==> src/rtl/ttl_gate_tester.sv <==
// ttl_gate_tester
// In-circuit tester for a 14-pin triple 3-input TTL gate package (sn7410
// family). Each of the three gates is exercised in turn with all eight
// {A,B,C} vectors. The gate's output is compared against the selected gold
// function, and the block counts test cases and mismatches.
//
// Parameters
//   GOLD    gold function: 0=NAND 1=AND 2=NOR 3=OR
//   SETTLE  wait cycles between driving a vector and sampling (0..15)
//
// Ports
//   clk          rising-edge clock
//   rst_n        asynchronous active-low reset
//   start        begin a run (accepted in IDLE only)
//   gate_in      chip input pins, gate g uses gate_in[3g+2:3g] = {A,B,C}
//   gate_out     chip output pins, gate_out[g] is gate g
//   busy         run in progress
//   done         one-cycle completion pulse
//   pass         last run finished with no mismatches
//   test_count   vectors checked in this run
//   error_count  mismatches in this run (saturating)
//   fail_gate    gate index of the first mismatch
//   fail_vector  {A,B,C} of the first mismatch
//
// state    | meaning
// ---------+-----------------------------------------------
// S_IDLE   | waiting for start, results held
// S_DRIVE  | put current vector on the pins of gate g
// S_SETTLE | down-count SETTLE cycles for the chip to settle
// S_CHECK  | sample gate_out[g], update counters, advance
// S_DONE   | done pulse, then back to idle
module ttl_gate_tester #(
    parameter int GOLD   = 0,
    parameter int SETTLE = 2
) (
    input  logic       clk,
    input  logic       rst_n,
    input  logic       start,
    output logic [8:0] gate_in,
    input  logic [2:0] gate_out,
    output logic       busy,
    output logic       done,
    output logic       pass,
    output logic [7:0] test_count,
    output logic [7:0] error_count,
    output logic [1:0] fail_gate,
    output logic [2:0] fail_vector
);

    localparam logic [3:0] LP_SETTLE = 4'(SETTLE);

    typedef enum logic [2:0] {
        S_IDLE,
        S_DRIVE,
        S_SETTLE,
        S_CHECK,
        S_DONE
    } state_t;

    state_t     r_state;
    logic [1:0] r_gate;
    logic [2:0] r_vec;
    logic [3:0] r_wait;
    logic       r_seen_fail;
    logic [8:0] r_gate_in;
    logic       r_busy;
    logic       r_done;
    logic       r_pass;
    logic [7:0] r_test_count;
    logic [7:0] r_error_count;
    logic [1:0] r_fail_gate;
    logic [2:0] r_fail_vector;

    logic       w_gold;
    logic       w_sample;
    logic       w_mismatch;
    logic       w_last;
    logic [8:0] w_drive;
    logic [7:0] w_err_next;

    always_comb begin
        if (GOLD == 0)      w_gold = ~(&r_vec);
        else if (GOLD == 1) w_gold = &r_vec;
        else if (GOLD == 2) w_gold = ~(|r_vec);
        else                w_gold = |r_vec;
    end

    always_comb begin
        w_sample = gate_out[0];
        w_drive  = {6'b0, r_vec};
        case (r_gate)
            2'd1: begin
                w_sample = gate_out[1];
                w_drive  = {3'b0, r_vec, 3'b0};
            end
            2'd2: begin
                w_sample = gate_out[2];
                w_drive  = {r_vec, 6'b0};
            end
            default: ;
        endcase
    end

    // Written as "mismatch unless provably equal" so that an X/Z pin in
    // simulation lands on the mismatch side instead of silently passing.
    always_comb begin
        w_mismatch = 1'b1;
        if (w_sample == w_gold) w_mismatch = 1'b0;
    end

    assign w_err_next = (w_mismatch && (r_error_count != 8'hFF))
                        ? r_error_count + 8'd1 : r_error_count;
    assign w_last     = (r_gate == 2'd2) && (r_vec == 3'd7);

    always_ff @(posedge clk or negedge rst_n) begin
        if (!rst_n) begin
            r_state       <= S_IDLE;
            r_gate        <= 2'd0;
            r_vec         <= 3'd0;
            r_wait        <= 4'd0;
            r_seen_fail   <= 1'b0;
            r_gate_in     <= 9'd0;
            r_busy        <= 1'b0;
            r_done        <= 1'b0;
            r_pass        <= 1'b0;
            r_test_count  <= 8'd0;
            r_error_count <= 8'd0;
            r_fail_gate   <= 2'd0;
            r_fail_vector <= 3'd0;
        end else begin
            case (r_state)
                S_IDLE: begin
                    r_done <= 1'b0;
                    if (start) begin
                        r_state       <= S_DRIVE;
                        r_busy        <= 1'b1;
                        r_pass        <= 1'b0;
                        r_test_count  <= 8'd0;
                        r_error_count <= 8'd0;
                        r_fail_gate   <= 2'd0;
                        r_fail_vector <= 3'd0;
                        r_seen_fail   <= 1'b0;
                        r_gate        <= 2'd0;
                        r_vec         <= 3'd0;
                    end
                end
                S_DRIVE: begin
                    r_gate_in <= w_drive;
                    if (SETTLE == 0) begin
                        r_state <= S_CHECK;
                    end else begin
                        r_wait  <= LP_SETTLE - 4'd1;
                        r_state <= S_SETTLE;
                    end
                end
                S_SETTLE: begin
                    if (r_wait == 4'd0) r_state <= S_CHECK;
                    else                r_wait  <= r_wait - 4'd1;
                end
                S_CHECK: begin
                    r_test_count  <= r_test_count + 8'd1;
                    r_error_count <= w_err_next;
                    if (w_mismatch && !r_seen_fail) begin
                        r_seen_fail   <= 1'b1;
                        r_fail_gate   <= r_gate;
                        r_fail_vector <= r_vec;
                    end
                    if (w_last) begin
                        r_state <= S_DONE;
                        r_busy  <= 1'b0;
                        r_done  <= 1'b1;
                        r_pass  <= (w_err_next == 8'd0);
                    end else begin
                        r_state <= S_DRIVE;
                        if (r_vec == 3'd7) begin
                            r_vec  <= 3'd0;
                            r_gate <= r_gate + 2'd1;
                        end else begin
                            r_vec <= r_vec + 3'd1;
                        end
                    end
                end
                S_DONE: begin
                    r_done  <= 1'b0;
                    r_state <= S_IDLE;
                end
                default: r_state <= S_IDLE;
            endcase
        end
    end

    assign gate_in     = r_gate_in;
    assign busy        = r_busy;
    assign done        = r_done;
    assign pass        = r_pass;
    assign test_count  = r_test_count;
    assign error_count = r_error_count;
    assign fail_gate   = r_fail_gate;
    assign fail_vector = r_fail_vector;

endmodule
==> config.mk <==
export PLATFORM = sky130hd
export DESIGN_NAME = ttl_gate_tester
export DESIGN_NICKNAME = d
export VERILOG_FILES = /design/src/rtl/ttl_gate_tester.sv
export SDC_FILE = /design/constraint.sdc
export NUM_CORES = 1
export LEC_CHECK = 0
export CORE_UTILIZATION = 55
export CTS_BUF_LIST = sky130_fd_sc_hd__clkbuf_8
export CTS_CLUSTER_DIAMETER = 60
export CTS_CLUSTER_SIZE = 28
export DETAILED_ROUTE_END_ITERATION = 7
export PLACE_DENSITY = 0.82
export REMOVE_ABC_BUFFERS = 1
export SYNTH_ARGS = -nofsm -noshare
export SYNTH_HDL_FRONTEND = slang
export SYNTH_SLANG_ARGS = --single-unit
==> constraint.sdc <==
create_clock -name clk -period 3.1 [get_ports clk]
set_clock_uncertainty 0.1 [all_clocks]
set_input_delay 0.465 -clock clk [delete_from_list [all_inputs] [get_ports clk]]
set_output_delay 0.465 -clock clk [all_outputs]
set_load 0.005 [all_outputs]
# --- Word level (Yosys, flattened, before mapping) ---
# Index checks and enable logic that the tools add are counted.
classes:
  add_sub_neg: 5
  multipliers: 0
  n_div: 0
  n_lt_le_gt_ge: 0
  eq_ne: 16
  n_shift: 0
  mux: 35
  n_bitwise: 1
  n_reduce_logical: 20
op_table:
  columns: ["op", "n"]
  rows:
  - ["$pmux 8 s2", 2]
  - ["$mux 3", 7]
  - ["$pmux 9 s2", 1]
  - ["$add 8x1->8 const B", 2]
  - ["$mux 8", 2]
  - ["$ne 2x2->1 const B", 7]
  - ["$pmux 3 s2", 2]
  - ["$pmux 3 s4", 1]
  - ["$reduce_and 3->1", 4]
  - ["$pmux 1 s2", 5]
  - ["$logic_not 8->1", 1]
  - ["$mux 2", 4]
  - ["$ne 8x8->1 const B", 1]
  - ["$pmux 2 s2", 2]
  - ["$pmux 4 s2", 1]
  - ["$reduce_and 2->1", 4]
  - ["$mux 1", 7]
  - ["$eq 3x2->1 const B", 2]
  - ["$eq 3x3->1 const B", 2]
  - ["$reduce_bool 2->1", 3]
  - ["$logic_not 4->1", 1]
  - ["$mux 4", 1]
  - ["$reduce_and 4->1", 1]
  - ["$sub 4x1->4 const B", 1]
  - ["11 further kinds", 13]
totals:
  regBits: 46
  latch_bits: 0
  ram_bits: 0
  mem_bits_ro: 0
  input_bits: 6
  out_inout_bits: 33
  wordCells: 90
  memories: 0

# --- Logic depth before layout (Yosys ltp) ---
# Gate-level depths: netlist of run 1.
depth:
  depth_word: 9
  mapped_depth: 10
  mapped_depth_nobuf: 8

# --- Least setup slack after synthesis of run 1 ---
# Ideal clock, no wire load.
synth_path:
  path_type: "register to register"
  start: "register r_vec[0]"
  end: "register r_error_count[0] (netlist: error_count[0])"
  setup_time_ns: 0.125
  arrival_time_ns: 1.969
  required_ns: 2.875
  setup_slack_ns: 0.906
  stages_incl_launch_ff: 10
  n_path_buf: 2
  period_less_slack_ns: 2.194
  cell_sequence: "dfrtp_1 > ha_1 > ha_1 > buf_6 > nor2b_1 > mux2i_2 > and2_4 > buf_8 > nor3_4 > mux2_2"
synth_via:
  elab_chain_len: 7
synth_lines:
  columns: ["element", "line_no", "source"]
  rows:
  - ["from (decl)", "62", "logic [2:0] r_vec;"]
  - ["from (signal assigned)", "179", "r_vec <= r_vec + 3'd1;"]
  - ["$reduce_and 3->1", "82", "if (GOLD == 0) w_gold = ~(&r_vec);"]
  - ["$not 1->1", "82", null]
  - ["$eq 1x1->1", "108", "if (w_sample == w_gold) w_mismatch = 1'b0;"]
  - ["$mux 1", "108", null]
  - ["$logic_and 1x1->1", "111", "assign w_err_next = (w_mismatch && (r_error_count != 8'hFF))"]
  - ["$mux 8", "112", "? r_error_count + 8'd1 : r_error_count;"]
  - ["$pmux 8 s2", "131", "case (r_state)"]
  - ["to (signal assigned)", "162", "r_error_count <= w_err_next;"]
  - ["to (decl)", "70", "logic [7:0] r_error_count;"]
# Every way passes these cells.
# A chain may end at the register's enable or synchronous reset.

# --- Worst setup path after layout of run 1 ---
layout_path:
  start: "register r_vec[0]"
  end: "register r_pass (netlist: pass)"
layout_via:
  elab_chain_len: 9
  word_cells_on_any_way: 13
  cone_classes: "eq/ne (3); mux (4); bitwise (1); reduce/logical (5)"
layout_lines:
  columns: ["element", "line_no", "source"]
  rows:
  - ["$reduce_and 3->1", "82", null]
  - ["$not 1->1", "82", null]
  - ["$eq 1x1->1", "108", null]
  - ["$mux 1", "108", null]
  - ["$logic_and 1x1->1", "111", null]
  - ["$mux 8", "112", null]
  - ["$logic_not 8->1", "172", "r_pass <= (w_err_next == 8'd0);"]
  - ["$mux 1", "168", "if (w_last) begin"]
  - ["$pmux 1 s2", "131", null]
  - ["to (signal assigned)", "172", null]
  - ["to (decl)", "68", "logic r_pass;"]
# Parallel ways exist; a longest one is shown, timed or not. The select of a mux whose other input is x is not followed.

==> summary.md, run 1 <==
| Metric | Value |
|---|---|
| CTS Hold Buffers Added | 0 |
| HPWL after detailed placement | approximately 3400 um |
| Synth top area cells | dfrtp_1 (48%), nand2_1 (5.4%), ha_1 (4.1%) |
| Post-place setup slack | around 0.7 ns |
| Most frequent CP cell | ha_1 |
| Die W | 68.3 um |
| FF-to-FF setup slack | approximately 0.73 ns |
| Yosys Warn Count | 0 |
| Final nets | 293 |
| Setup bufs post-CTS | 0 |
| Critical R2R Launch | r_vec[0] |
| Layout area overhead | 18.6% |
| Post-synth EDFFs | 0 |
| Commonest non-fill, non-tap cells in the layout | dfrtp_1 (46), clkdlybuf4s50_1 (37), nand2_1 (35) |
| CP required | 3.20 ns |
| Worst-Margin Slew | approximately 1.0 ns |
| Total gr overflow | 0 |
| Post-route cell area | 2870 sq um |
| CTS Sinks | 46 |
| CTS Buf Count | 5 |
| CP Class | reg -> reg |
| First-pass GRT wire length | about 8000 um |
| Post-layout util | 0.696 |
| CORE AREA | 4120 sq um |
| VDD IR max | ~450 uV |
| DR WL/cell | 14.8 um |
| Number of register bits inferred by synthesis | 46 |
| Layout cells sized above 1 | 0.0857 |
| Clock insertion delay at the later pin of the skew report | just under 0.3 ns |
| CP Cell Sequence | ha_1, ha_1, nor2b_1, mux2i_2, o2bb2ai_1, a32o_1, nand4b_1, a221oi_2 |
| First DRT Iteration DRCs | 140 |
| Setup crit start kind | register |
| R2R Path End | pass |
| TritonCTS clock tree | built |
| Largest net degree at the start of global routing | 47 |
| Worst path arrival time | ~2.5 ns |
| # setup viols final | 0 |
| Total track usage | 0.229 |
| Critical-path maximum fanout | 8 |
| First-pass DRT Iterations | 4 |
| Register area share after synthesis | 0.476 |
| Slowest-stage cell, CP | dfrtp_1 |
| Row count | 23 |
| Fin. max-slew vios | 0 |
| Cells after synthesis | approximately 250 |
| CP Capture Type | register |
| Starting Density | 0.587 |
| Clk slew on worst S/H paths | 0.08 ns |
| Ant. Diodes | 0 |
| Boundary Pins | 39 |
| Worst Hold Class | in -> async |
| Status | completed |
| Worst path max stage delay | 0.45 ns |
| Pwr Density | approximately 720 nW/um^2 |
| DR DRC count | 0 |
| Worst setup margin | approximately 0.73 ns |
| TNS Setup | 0 ns |
| Placer congestion estimate | around 0.86 |
| Clk buf depth | 2 |
| Final Hold Violating Endpoints | 0 |
| Avg Cell Area, Syn | ~9.9 sq um |
| Non-Filler Instances | 330 |
| Root buffer cell | clkbuf_8 |
| Lkg Pwr | approximately 0.0013 uW |
| Commonest non-fill, non-tap cell in the layout | dfrtp_1 |
| # port buffers | 38 |
| Max Fclk | approximately 0.42 GHz |
| Netlist Area Pre-Place | 2420 sq um |
| Drt total wl | roughly 4900 um |
| Via-to-Cell Ratio | just under 6 |
| Final critical-path required period | 2.37 ns |
| RSZ-0062 raised after global routing | false |
| Final period util | 0.764 |
| Post_cts resized | 0 |
| Die H | roughly 70 um |
| Post-synth top flop | dfrtp_1 |
| Yosys top cell area share | 0.476 |
| Reg2Reg Depth | 8 |
| Vias | 1958 |
| Placed Cells | approximately 320 |
| DIE AREA | 4660 sq um |
| Vias in the first global route | roughly 1.7k |
| CTS H-tree depth | 2 |
| Routed Antenna Nets | 0 |
| Max-Cap Viols | 0 |
| Area post-placement | 2780 sq um |
| Slew margin rel. | 0.334 |
| Initial antenna violation count | 0 |
| Critical path launch point | r_vec[0] |
| Async S/R FF share, synth | 1.00 |
| Synth area leader | dfrtp_1 |
| Yosys cell types | 49 |
==> per-layer routing <==
metal  GRT usage  part of all wire  vias to the layer above
li1            -                 -                      951
met1       0.295              0.45                      950
met2       0.386              0.50                       53
met3      0.0433             0.047                        4
met4      0.0729            0.0063                        0
met5           0                 0                        -
==> state kept, by name, summed over array words and instances (netlist names), 2 cells and up <==
name         flops
gate_in          9
error_count      8
test_count       8
r_wait           4
fail_vector      3
r_state          3
r_vec            3
fail_gate        2
r_gate           2
==> kinds of logic (layout without fill, tap and decap cells) <==
kind of cell / after synthesis / after routing / synth area share
compound gates: 63 / 63 / 0.183
xor+xnor: 6 / 6 / 0.0218
fa+ha+maj: 8 / 8 / 0.0414
buf+inv: 17 / 52 / 0.0404
flops: 46 / 46 / 0.476
mux: 6 / 6 / 0.0274
simple gates: 99 / 99 / 0.209
==> Yosys cell counts (5+ instances only) <==
| master | instances |
|---|---|
| a21oi_1 | 13 |
| a22o_1 | 8 |
| and3_1 | 5 |
| dfrtp_1 | 46 |
| ha_1 | 8 |
| inv_1 | 6 |
| nand2_1 | 35 |
| nand3_1 | 17 |
| nor2_1 | 14 |
| o21ai_0 | 7 |
| o21ai_1 | 11 |
| xnor2_1 | 5 |
==> critical path: cells and delay by family (launching register included) <==
| kind | cells | cell delay, ns |
|---|---|---|
| adders and majority gates | 2 | 0.51 |
| AOI/OAI and AO/OA | 3 | 0.58 |
| muxes | 1 | 0.32 |
| DFF | 1 | 0.45 |
| and+or+nand+nor | 2 | 0.31 |
==> report_power, final <==
group | internal [uW] | leakage, uW | switching (uW)
sequential | 721 | 0.000613 | 167
combinational | 375 | 0.000602 | 455
clock | 156 | 0.0000493 | 196
==> worst max path at each step <==
stage	endpoint	slack [ns]
floorplan	error_count[0]	0.97
global placement	error_count[0]	0.70
detailed placement	error_count[0]	0.70
CTS	pass	0.74
global route	pass	0.58
finish	pass	0.73
==> metrics by stage <==
| stage | hold slack, ns | power [uW] |
|---|---|---|
| 3_5_place_dp | 0.355 | 1730 |
| 5_1_grt | 0.317 | 2230 |
| 4_1_cts | 0.270 | 2090 |
| 3_3_place_gp | 0.350 | 1700 |
| 2_1_floorplan | 0.0694 | 1420 |
| 6_report | 0.236 | 2070 |
==> final cells by class <==
type                       instances  area (sq um)
clock inverter                     3          17.5
timing repair buffer              38           375
fill                             341          1250
inverter                           6          22.5
sequential                        46          1150
tap                               50          62.6
clock buffer                       5          68.8
multi-input combinational        182          1170
Power figures use the tool's default switching activity.
==> inputs of run 2 (changes only) <==
CORE_UTILIZATION = 50   (was 55)
PLACE_DENSITY = 0.78   (was 0.82)
clock period = 2.16 ns   (was 3.1 ns; I/O delays follow)
==> summary.md, run 2 (same netlist as run 1, synthesis figures left out) <==
| Metric | Value |
|---|---|
| Most frequent CP cell | buf_4 (was ha_1) |
| Commonest non-fill, non-tap cell in the layout | dfrtp_1 (unchanged) |
| Post-layout util | 0.708 (was 0.696) |
| Max reg flops | 9 (unchanged) |
| Critical R2R Launch | r_gate[1] (was r_vec[0]) |
| Final critical-path required period | 2.10 ns (was 2.37 ns) |
| Fin. max-slew vios | 0 (unchanged) |
| Max-Cap Viols | 0 (unchanged) |
| Setup crit start kind | register (unchanged) |
| CP Class | reg -> reg (unchanged) |
| Initial antenna violation count | 0 (unchanged) |
| Clock power frac | 0.219 (was 0.170) |
| TritonCTS clock tree | built (unchanged) |
| Worst path max stage delay | 0.40 ns (was 0.45 ns) |
| Reg2Reg Depth | 10 (was 8) |
| Boundary Pins | 39 (unchanged) |
| Design Power | 3450 uW (was 2070 uW) |
| Int Pwr | 2190 uW (was 1250 uW) |
| Final Hold Violating Endpoints | 0 (unchanged) |
| Critical path launch point | r_gate[1] (was r_vec[0]) |
| Lkg Pwr | 0.00141 uW (was 0.00126 uW) |
| Final nets | 319 (was 293) |
| Layout area overhead | 32.1% (was 18.6%) |
| Status | completed (unchanged) |
| Root buffer cell | clkbuf_8 (unchanged) |
| Hold Path Depth | 2 |
| Total gr overflow | 0 (unchanged) |
| CP Capture Type | register (unchanged) |
| Sequential power share | 0.357 (was 0.429) |
| Worst Hold Class | reg -> reg (was in -> async) |
| Die H | 71.5 um (was 68.3 um) |
| Drt total wl | 5350 um (was 4890 um) |
| Clk buf depth | 2 (unchanged) |
| Worst-Margin Slew | 0.563 ns (was 0.999 ns) |
| Via-to-Cell Ratio | 5.71 (was 5.93) |
| R2R Path End | error_count[3] (was pass) |
| Critical-path maximum fanout | 7 (was 8) |
| Worst Hold Endpoint | gate_in[8] |
| Slew margin rel. | 0.625 (was 0.334) |
| Crit path max-delay family | compound AO/OA/AOI/OAI gates (unchanged) |
| RSZ-0062 raised after global routing | true (was false) |
| Clock insertion delay at the later pin of the skew report | 0.29 ns (about the same) |
| CORE AREA | 4500 sq um (was 4120 sq um) |
| Hold slack final | 0.372 ns (was 0.236 ns) |
| Vias | 2043 (was 1958) |
| # port buffers | 38 (unchanged) |
| Pwr Density | 1080 nW/um^2 (was 723 nW/um^2) |
| CP required | 2.26 ns (was 3.20 ns) |
| Final period util | 0.971 (was 0.764) |
| Slowest-stage cell, CP | dfrtp_1 (unchanged) |
| CTS Buf Count | 5 (unchanged) |
| HPWL after detailed placement | 3730 um (was 3400 um) |
| Clk slew on worst S/H paths | 0.09 ns (was 0.08 ns) |
| Net Sw Power | 1260 uW (was 819 uW) |
| First-pass DRT Iterations | 5 (was 4) |
| First DRT Iteration DRCs | 76 (was 140) |
| Worst path arrival time | 2.20 ns (was 2.47 ns) |
| Commonest non-fill, non-tap cells in the layout | dfrtp_1 (46), clkdlybuf4s50_1 (37), nand2_1 (34) (was dfrtp_1 (46), clkdlybuf4s50_1 (37), nand2_1 (35)) |
| Max Fclk | 0.477 GHz (was 0.422 GHz) |
| FF-to-FF setup slack | 0.06 ns (was 0.73 ns) |
| CP Cell Sequence | buf_4, ha_4, a22oi_4, mux2i_4, buf_6, a21oi_4, buf_4, a21oi_1, o21ai_1, o31ai_1 (was ha_1, ha_1, nor2b_1, mux2i_2, o2bb2ai_1, a32o_1, nand4b_1, a221oi_2) |
| Worst path bufs/invs | 3 (was 0) |
| Placer congestion estimate | 0.873 (was 0.861) |
| Power share of the combinational group | 0.424 (was 0.401) |
| Die W | 71.5 um (was 68.3 um) |
| Row count | 24 (was 23) |
| Sw Share | 0.365 (was 0.395) |
| DR DRC count | 0 (unchanged) |
| Ant. Diodes | 0 (unchanged) |
| Largest net degree at the start of global routing | 27 (was 47) |
| Routed Antenna Nets | 0 (unchanged) |
| DIE AREA | 5110 sq um (was 4660 sq um) |
| Vias in the first global route | 1890 (was 1703) |
| CTS Sinks | 46 (unchanged) |
| VDD IR max | 674 uV (was 452 uV) |
| Layout cells sized above 1 | 0.190 (was 0.0857) |
| CTS H-tree depth | 2 (unchanged) |
| # setup viols final | 0 (unchanged) |
| Hold Path Origin | gate_in[8] |
| Total track usage | 0.219 (was 0.229) |
| First-pass GRT wire length | 8850 um (was 8000 um) |
| DR WL/cell | 14.9 um (was 14.8 um) |
| Starting Density | 0.536 (was 0.587) |
run 2: final cells by class:
class	count	area [sq um]
well taps	52	65.1
clock inverters	3	68.8
inverters	6	22.5
flip-flops and latches	46	1150
fillers	364	1310
clock buffers	5	68.8
repair buffers	64	577
multi-input cells	182	1240
run 2: metal layers:
metal	GRT usage	wire, um	up-vias
li1	-	-	996
met1	0.297	2460	994
met2	0.370	2640	51
met3	0.0352	234	2
met4	0.0588	15	0
met5	0	0	-
run 2: power by group through the flow:
| stage | clock [uW] | combinational (uW) | sequential, uW |
|---|---|---|---|
| floorplan | 0 | 789 | 1240 |
| global route | 810 | 1620 | 1260 |
| finish | 757 | 1460 | 1230 |
| detailed placement | 0 | 1380 | 1240 |
| global placement | 0 | 1350 | 1230 |
| CTS | 774 | 1390 | 1220 |
run 2: through the flow:
step,TNS [ns],setup slack [ns],area [sq um],cells
after global placement,-0.606,-0.0939,2920,343
after floorplan,0,0.0288,2340,234
final,0,0.0635,3190,358
after CTS,0,0.0198,3080,353
after global routing,-0.102,-0.0286,3190,358
after detailed placement,-0.437,-0.0732,2920,343
run 2: worst max-delay path by stage:
stage	end	slack (ns)	cells after the start
floorplan	error_count[0]	0.03	7
global placement	error_count[0]	-0.09	6
CTS	pass	0.02	8
finish	error_count[3]	0.06	10
global route	error_count[3]	-0.03	10
detailed placement	error_count[0]	-0.07	6
run 2: timing repair:
item                       in CTS  in global routing
buffers inserted                1                  5
resized for setup               0                 13
hold endpoints to repair       24                  0
pin swaps                       0                  1
setup endpoints to repair       2                 13
hold buffers                    1                  0
run 2: tightest hold or removal path, stage by stage (launching register included):
cell,delay [ns]
dfrtp_1,0.35
nand2_1,0.05
nand2_1,0.05
